===== src/rtl/bf_core.sv =====
// Brainfuck interpreter core: fetch/execute FSM over an asynchronous program ROM and tape RAM,
// with ready/valid byte I/O and bracket matching by linear scan with a depth counter.
module bf_core #(
  parameter int unsigned DATA_WIDTH  = 8,
  parameter int unsigned ADDR_WIDTH  = 16,
  parameter int unsigned PC_WIDTH    = 16,
  parameter int unsigned PROG_LEN    = 1024,
  parameter int unsigned DEPTH_WIDTH = 8
) (
  input  logic                  clock,
  input  logic                  reset_n,
  output logic [PC_WIDTH-1:0]   pc,
  input  logic [2:0]            pmem_data_read,
  output logic [ADDR_WIDTH-1:0] sp,
  input  logic [DATA_WIDTH-1:0] tape_data_read,
  output logic                  tape_we,
  output logic [DATA_WIDTH-1:0] tape_data_write,
  input  logic                  in_valid,
  input  logic [DATA_WIDTH-1:0] in_data,
  output logic                  in_ready,
  output logic                  out_valid,
  input  logic                  out_ready,
  output logic [DATA_WIDTH-1:0] out_data,
  output logic                  halted,
  output logic                  error
);

  typedef enum logic [2:0] {
    StFetch, StExec, StSkipFwd, StSkipBwd, StWaitOut, StWaitIn, StHalt
  } state_e;

  typedef enum logic [2:0] {
    OpInc, OpDec, OpIncSp, OpDecSp, OpLoopBeg, OpLoopEnd, OpOut, OpIn
  } op_e;

  localparam logic [PC_WIDTH-1:0]    ProgEnd  = PC_WIDTH'(PROG_LEN);
  localparam logic [PC_WIDTH-1:0]    PcOne    = PC_WIDTH'(1);
  localparam logic [ADDR_WIDTH-1:0]  SpOne    = ADDR_WIDTH'(1);
  localparam logic [DATA_WIDTH-1:0]  DataOne  = DATA_WIDTH'(1);
  localparam logic [DEPTH_WIDTH-1:0] DepthOne = DEPTH_WIDTH'(1);
  localparam logic [DEPTH_WIDTH-1:0] DepthMax = '1;

  state_e                  state_q;
  op_e                     op_q;
  op_e                     rom_op;
  logic [PC_WIDTH-1:0]     pc_q;
  logic [ADDR_WIDTH-1:0]   sp_q;
  logic [DEPTH_WIDTH-1:0]  depth_q;
  logic                    tape_we_q, in_ready_q, out_valid_q, halted_q, error_q;
  logic [DATA_WIDTH-1:0]   tape_wdata_q, out_data_q;
  logic                    cell_zero;

  assign rom_op    = op_e'(pmem_data_read);
  assign cell_zero = (tape_data_read == '0);

  always_ff @(posedge clock or negedge reset_n) begin
    if (!reset_n) begin
      state_q      <= StFetch;
      op_q         <= OpInc;
      pc_q         <= '0;
      sp_q         <= '0;
      depth_q      <= '0;
      tape_we_q    <= 1'b0;
      tape_wdata_q <= '0;
      in_ready_q   <= 1'b0;
      out_valid_q  <= 1'b0;
      out_data_q   <= '0;
      halted_q     <= 1'b0;
      error_q      <= 1'b0;
    end else begin
      tape_we_q <= 1'b0;
      unique case (state_q)
        StFetch: begin
          if (pc_q == ProgEnd) begin
            state_q  <= StHalt;
            halted_q <= 1'b1;
          end else begin
            op_q    <= rom_op;
            state_q <= StExec;
          end
        end
        StExec: begin
          unique case (op_q)
            OpInc, OpDec: begin
              tape_we_q    <= 1'b1;
              tape_wdata_q <= (op_q == OpInc) ? tape_data_read + DataOne
                                              : tape_data_read - DataOne;
              pc_q         <= pc_q + PcOne;
              state_q      <= StFetch;
            end
            OpIncSp, OpDecSp: begin
              sp_q    <= (op_q == OpIncSp) ? sp_q + SpOne : sp_q - SpOne;
              pc_q    <= pc_q + PcOne;
              state_q <= StFetch;
            end
            OpLoopBeg: begin
              pc_q <= pc_q + PcOne;
              if (cell_zero) begin
                depth_q <= DepthOne;
                state_q <= StSkipFwd;
              end else begin
                state_q <= StFetch;
              end
            end
            OpLoopEnd: begin
              if (cell_zero) begin
                pc_q    <= pc_q + PcOne;
                state_q <= StFetch;
              end else if (pc_q == '0) begin
                // ']' at address 0 can never have a matching '['
                state_q  <= StHalt;
                halted_q <= 1'b1;
                error_q  <= 1'b1;
              end else begin
                depth_q <= DepthOne;
                pc_q    <= pc_q - PcOne;
                state_q <= StSkipBwd;
              end
            end
            OpOut: begin
              out_valid_q <= 1'b1;
              out_data_q  <= tape_data_read;
              state_q     <= StWaitOut;
            end
            OpIn: begin
              in_ready_q <= 1'b1;
              state_q    <= StWaitIn;
            end
          endcase
        end
        StSkipFwd: begin
          if (pc_q == ProgEnd || (rom_op == OpLoopBeg && depth_q == DepthMax)) begin
            state_q  <= StHalt;
            halted_q <= 1'b1;
            error_q  <= 1'b1;
          end else begin
            pc_q <= pc_q + PcOne;
            if (rom_op == OpLoopBeg) begin
              depth_q <= depth_q + DepthOne;
            end else if (rom_op == OpLoopEnd) begin
              if (depth_q == DepthOne) state_q <= StFetch;
              else                     depth_q <= depth_q - DepthOne;
            end
          end
        end
        StSkipBwd: begin
          if (rom_op == OpLoopBeg && depth_q == DepthOne) begin
            pc_q    <= pc_q + PcOne;
            state_q <= StFetch;
          end else if (pc_q == '0 || (rom_op == OpLoopEnd && depth_q == DepthMax)) begin
            state_q  <= StHalt;
            halted_q <= 1'b1;
            error_q  <= 1'b1;
          end else begin
            pc_q <= pc_q - PcOne;
            if (rom_op == OpLoopEnd)      depth_q <= depth_q + DepthOne;
            else if (rom_op == OpLoopBeg) depth_q <= depth_q - DepthOne;
          end
        end
        StWaitOut: begin
          if (out_ready) begin
            out_valid_q <= 1'b0;
            pc_q        <= pc_q + PcOne;
            state_q     <= StFetch;
          end
        end
        StWaitIn: begin
          if (in_valid) begin
            in_ready_q   <= 1'b0;
            tape_we_q    <= 1'b1;
            tape_wdata_q <= in_data;
            pc_q         <= pc_q + PcOne;
            state_q      <= StFetch;
          end
        end
        StHalt: begin
          out_valid_q <= 1'b0;
          in_ready_q  <= 1'b0;
        end
        default: begin
          state_q  <= StHalt;
          halted_q <= 1'b1;
          error_q  <= 1'b1;
        end
      endcase
    end
  end

  assign pc              = pc_q;
  assign sp              = sp_q;
  assign tape_we         = tape_we_q;
  assign tape_data_write = tape_wdata_q;
  assign in_ready        = in_ready_q;
  assign out_valid       = out_valid_q;
  assign out_data        = out_data_q;
  assign halted          = halted_q;
  assign error           = error_q;

endmodule


===== config.mk =====
export PLATFORM = sky130hd
export DESIGN_NAME = bf_core
export DESIGN_NICKNAME = d
export VERILOG_FILES = /design/src/rtl/bf_core.sv
export SDC_FILE = /design/constraint.sdc
export NUM_CORES = 1
export LEC_CHECK = 0
export CAP_MARGIN = 20
export CORE_AREA = 3 3 126 140
export DETAILED_ROUTE_END_ITERATION = 12
export DIE_AREA = 0 0 129 143
export GPL_ROUTABILITY_DRIVEN = 1
export PLACE_DENSITY = 0.49
export SLEW_MARGIN = 20
export SYNTH_ARGS = -nofsm -noshare
export SYNTH_HDL_FRONTEND = slang
export SYNTH_SLANG_ARGS = --single-unit

===== constraint.sdc =====
create_clock -name clock -period 4 [get_ports clock]
set_input_delay 0.6 -clock clock [delete_from_list [all_inputs] [get_ports clock]]
set_output_delay 0.6 -clock clock [all_outputs]
set_load 0.005 [all_outputs]

==> flow_summary_export.csv <==
group,metric,value,unit
setup_path,rr_worst_depth,9,
clock_tree,cts_tree,"done",
drt,postRouteWirelength,13.1,mm
place,dp_hpwl,9.61,mm
logic_synthesis,synthArstFlopShare,100,%
cells_and_area,seq_area,1680,um^2
global_route,grt_max_degree,43,
power_and_ir_drop,combPwrFrac,59.0,%
clock_tree,cts_resized,0,
clock_tree,clock_latency,0.34,ns
clock_tree,cts_hold_buf,0,
die,core_area,16300,um^2
power_and_ir_drop,p_clk_share,15.2,%
clock_tree,cts.sinks,67,
cells_and_area,fill_cells,1687,
run_status,status,"finished clean",
timing,fin_crit,3.37,ns
logic_synthesis,ys_seq_area_share,34.5,%
timing,grt_setup_unrepaired,"false",
logic_synthesis,synth-adder-area-share,7.51,%
logic_synthesis,synthSimpleGateAreaFrac,23.2,%
hold_path,holdCritPathClass,"in2async",
place,globalplace.congestion,0.901,
die,rows,49,
global_route,gr-usage-all-layers,14.9,%
clock_tree,path_clk_slew,0.06,ns
power_and_ir_drop,total_power,5.04,mW
logic_synthesis,synth_fp_nets,594,
cells_and_area,nNetsFinal,663,
power_and_ir_drop,power_frac_seq,25.8,%
global_route,overflow,0,
setup_path,r2r_slack,0.63,ns
timing,worst_pin_slew,0.998,ns
logic_synthesis,netlist_area,4860,um^2
cells_and_area,syn_to_final_growth,24.2,%
die,io_pins,76,
power_and_ir_drop,p_sw_share,43.3,%
setup_path,cp-start-kind,"register",
timing,skew,0.00773,ns
setup_path,rr_startpoint,"op_q[0]",
global_route,antenna_found_initial,0,
power_and_ir_drop,p_switching,2.18,mW
timing,setup_violations,0,
clock_tree,cts.htree.levels,3,
logic_synthesis,yosys.area.top_type_share,34.5,%
setup_path,cpMostUsedCell,"a21o_1",
setup_path,crit_required,4.27,ns
flow_run,max-cap-violations,0,
logic_synthesis,synth_compound_area_share,19.4,%
cells_and_area,drive_gt1_share,9.90,%
cells_and_area,multi_input_area,2960,um^2
timing,period_share,84.2,%
die,die_h,143,um
cells_and_area,diodes,0,
setup_path,crit_arrival,3.64,ns
drt,route.detailed.drc,0,
setup_path,cp_cell_sequence,"or3b_2 > fa_1 > a21o_1 > a21o_1 > a21oi_1 > nor3_1 > o311a_1 > or4_1 > nand3_1",
global_route,grt_pass1_vias,4417,
setup_path,slowest_stage,"or3b_2",
logic_synthesis,synth_cells,543,
power_and_ir_drop,leakage,2.51,nW
power_and_ir_drop,cellPowerDensity,835,nW/um^2
drt,vias,4302,
die,die_area,18400,um^2
setup_path,reg2reg_to,"sp[14]",
timing,maxSlewHeadroom,33.2,%
die,initial_core_util,29.8,%
logic_synthesis,synth_top_family_by_area,"simple AND/OR/NAND/NOR gates",
power_and_ir_drop,irDropWorstVdd,279,uV
logic_synthesis,synth.area.top_cells,"dfrtp_1 (34%), ha_1 (6.7%), a21oi_1 (4.5%)",
drt,firstDrtPassIters,5,
place,port_buffers,75,
logic_synthesis,yosysWarnings,0,
setup_path,slowest_delay,0.67,ns
setup_path,path_max_fanout,15,
drt,antenna_left,0,
setup_path,endpoint_kind,"register",
clock_tree,numCtsBuffers,9,
logic_synthesis,ys_ff_latch,67,
timing,tns,0,ns
power_and_ir_drop,intPower,2.86,mW
logic_synthesis,synth_mux_area_share,4.45,%
logic_synthesis,synth-xor-area-share,6.30,%
logic_synthesis,synth_enable_flop_cells,0,
setup_path,crit_type,"reg2reg",
timing,final_max_slew_viol_count,0,
global_route,grt_pass1_wl,22.1,mm
die,die_w,129,um
clock_tree,cts_setup_buffers,0,
timing,hold_violations,0,
drt,first_iter_violations,283,
logic_synthesis,synth_top_area_cell,"dfrtp_1",
clock_tree,cts_buffer_depth,2,
logic_synthesis,syn_avg_cell_area,8.96,um^2
drt,viasPerCell,5.25,
clock_tree,clockRootBuffer,"clkbuf_16",
timing,max_freq,297,MHz
logic_synthesis,ys_types,70,
drt,wl_per_cell,16.0,um
logic_synthesis,synthFlopType,"dfrtp_1",
## power by group through the flow
stage	sequential, mW	clock [mW]	combinational (mW)
global placement	1.30	0	2.99
finish	1.30	0.766	2.98
CTS	1.30	0.796	3.01
global route	1.36	0.825	3.34
detailed placement	1.30	0	2.99
floorplan	1.19	0	2.16
## registers in the layout (all words and copies together), names as in the netlist
signal and count:
in_ready 1, tape_data_write 8, state_q 3, halted 1, out_valid 1, depth_q 8, pc 16, out_data 8
op_q 3, sp 16, tape_we 1, error 1
## critical path, delay by kind of cell, from the launching register on
family | cells | cell delay (ns)
flops | 1 | 0.37
simple gates | 4 | 1.38
fa+ha+maj | 1 | 0.48
compound gates | 4 | 1.07
## cells in the mapped netlist (all sizes together), types with 12 or more instances
cell type / n
a21o: 12
a21oi: 50
buf: 14
clkbuf: 12
dfrtp: 67
ha: 26
inv: 13
mux2: 13
nand2: 49
nand2b: 14
nand3: 27
nor2: 35
nor3: 12
o21ai: 26
xnor2: 14
xor2: 21
## worst max path at each step
| stage | startpoint | to | slack [ns] | cells past startpoint |
|---|---|---|---|---|
| floorplan | op_q[0] | sp[14] | 0.71 | 10 |
| global placement | pmem_data_read[0] | pc[13] | 0.62 | 8 |
| detailed placement | pmem_data_read[0] | pc[13] | 0.53 | 8 |
| CTS | op_q[0] | sp[14] | 0.61 | 9 |
| global route | op_q[0] | sp[14] | 0.50 | 9 |
| finish | op_q[0] | sp[14] | 0.63 | 9 |
## layer usage
metal  up-vias  routed length [um]  track usage (%)
li1       2138                   -                -
met1      2045                5760             18.3
met2        99                6300             24.5
met3        20                 727             4.30
met4         0                 302             5.97
met5         -                   0                0
## logic make-up (layout without fill, tap and decap cells)
kind of cell / count (synthesis) / in the layout
and+or+nand+nor: 210 / 210
buffers and inverters: 40 / 113
AOI/OAI and AO/OA: 143 / 143
adders and majority gates: 28 / 28
xor gates and xnor gates: 35 / 35
muxes: 20 / 20
DFF: 67 / 67
## layout by cell type (no fill, tap or decap), drive strengths merged, types with 5 or more instances in the layout
master and count:
a21o 12, a21oi 50, a31oi 7, and3 10, buf 10, clkbuf 13
clkdlybuf4s50 74, dfrtp 67, ha 26, inv 13, mux2 13, mux2i 7
nand2 49, nand2b 14, nand3 27, nand4 7, nor2 35, nor2b 5
nor3 12, nor4 10, o211ai 9, o21ai 26, or3 11, or4 10
xnor2 14, xor2 21
## cell type report
| cell class | instances | area share [%] |
|---|---|---|
| clock buffers | 13 | 4.48 |
| clock inverters | 2 | 0.166 |
| inverters | 14 | 0.870 |
| multi-input cells | 436 | 49.0 |
| flip-flops and latches | 67 | 27.8 |
| well taps | 204 | 4.23 |
| repair buffers | 84 | 13.5 |
## metrics by stage
stage          instance area (um^2)  hold WS, ns  worst slack (ns)  instances  utilization (%)
6_report                       6040        0.284             0.634        820             37.0
5_1_grt                        6040        0.334             0.503        820             37.0
4_1_cts                        6040        0.310             0.609        820             37.0
3_5_place_dp                   5760        0.466             0.534        805             35.3
3_3_place_gp                   5760        0.462             0.617        805             35.3
2_1_floorplan                  4860        0.304             0.706        543                -
No activity file was read; power rests on OpenSTA's default activity.
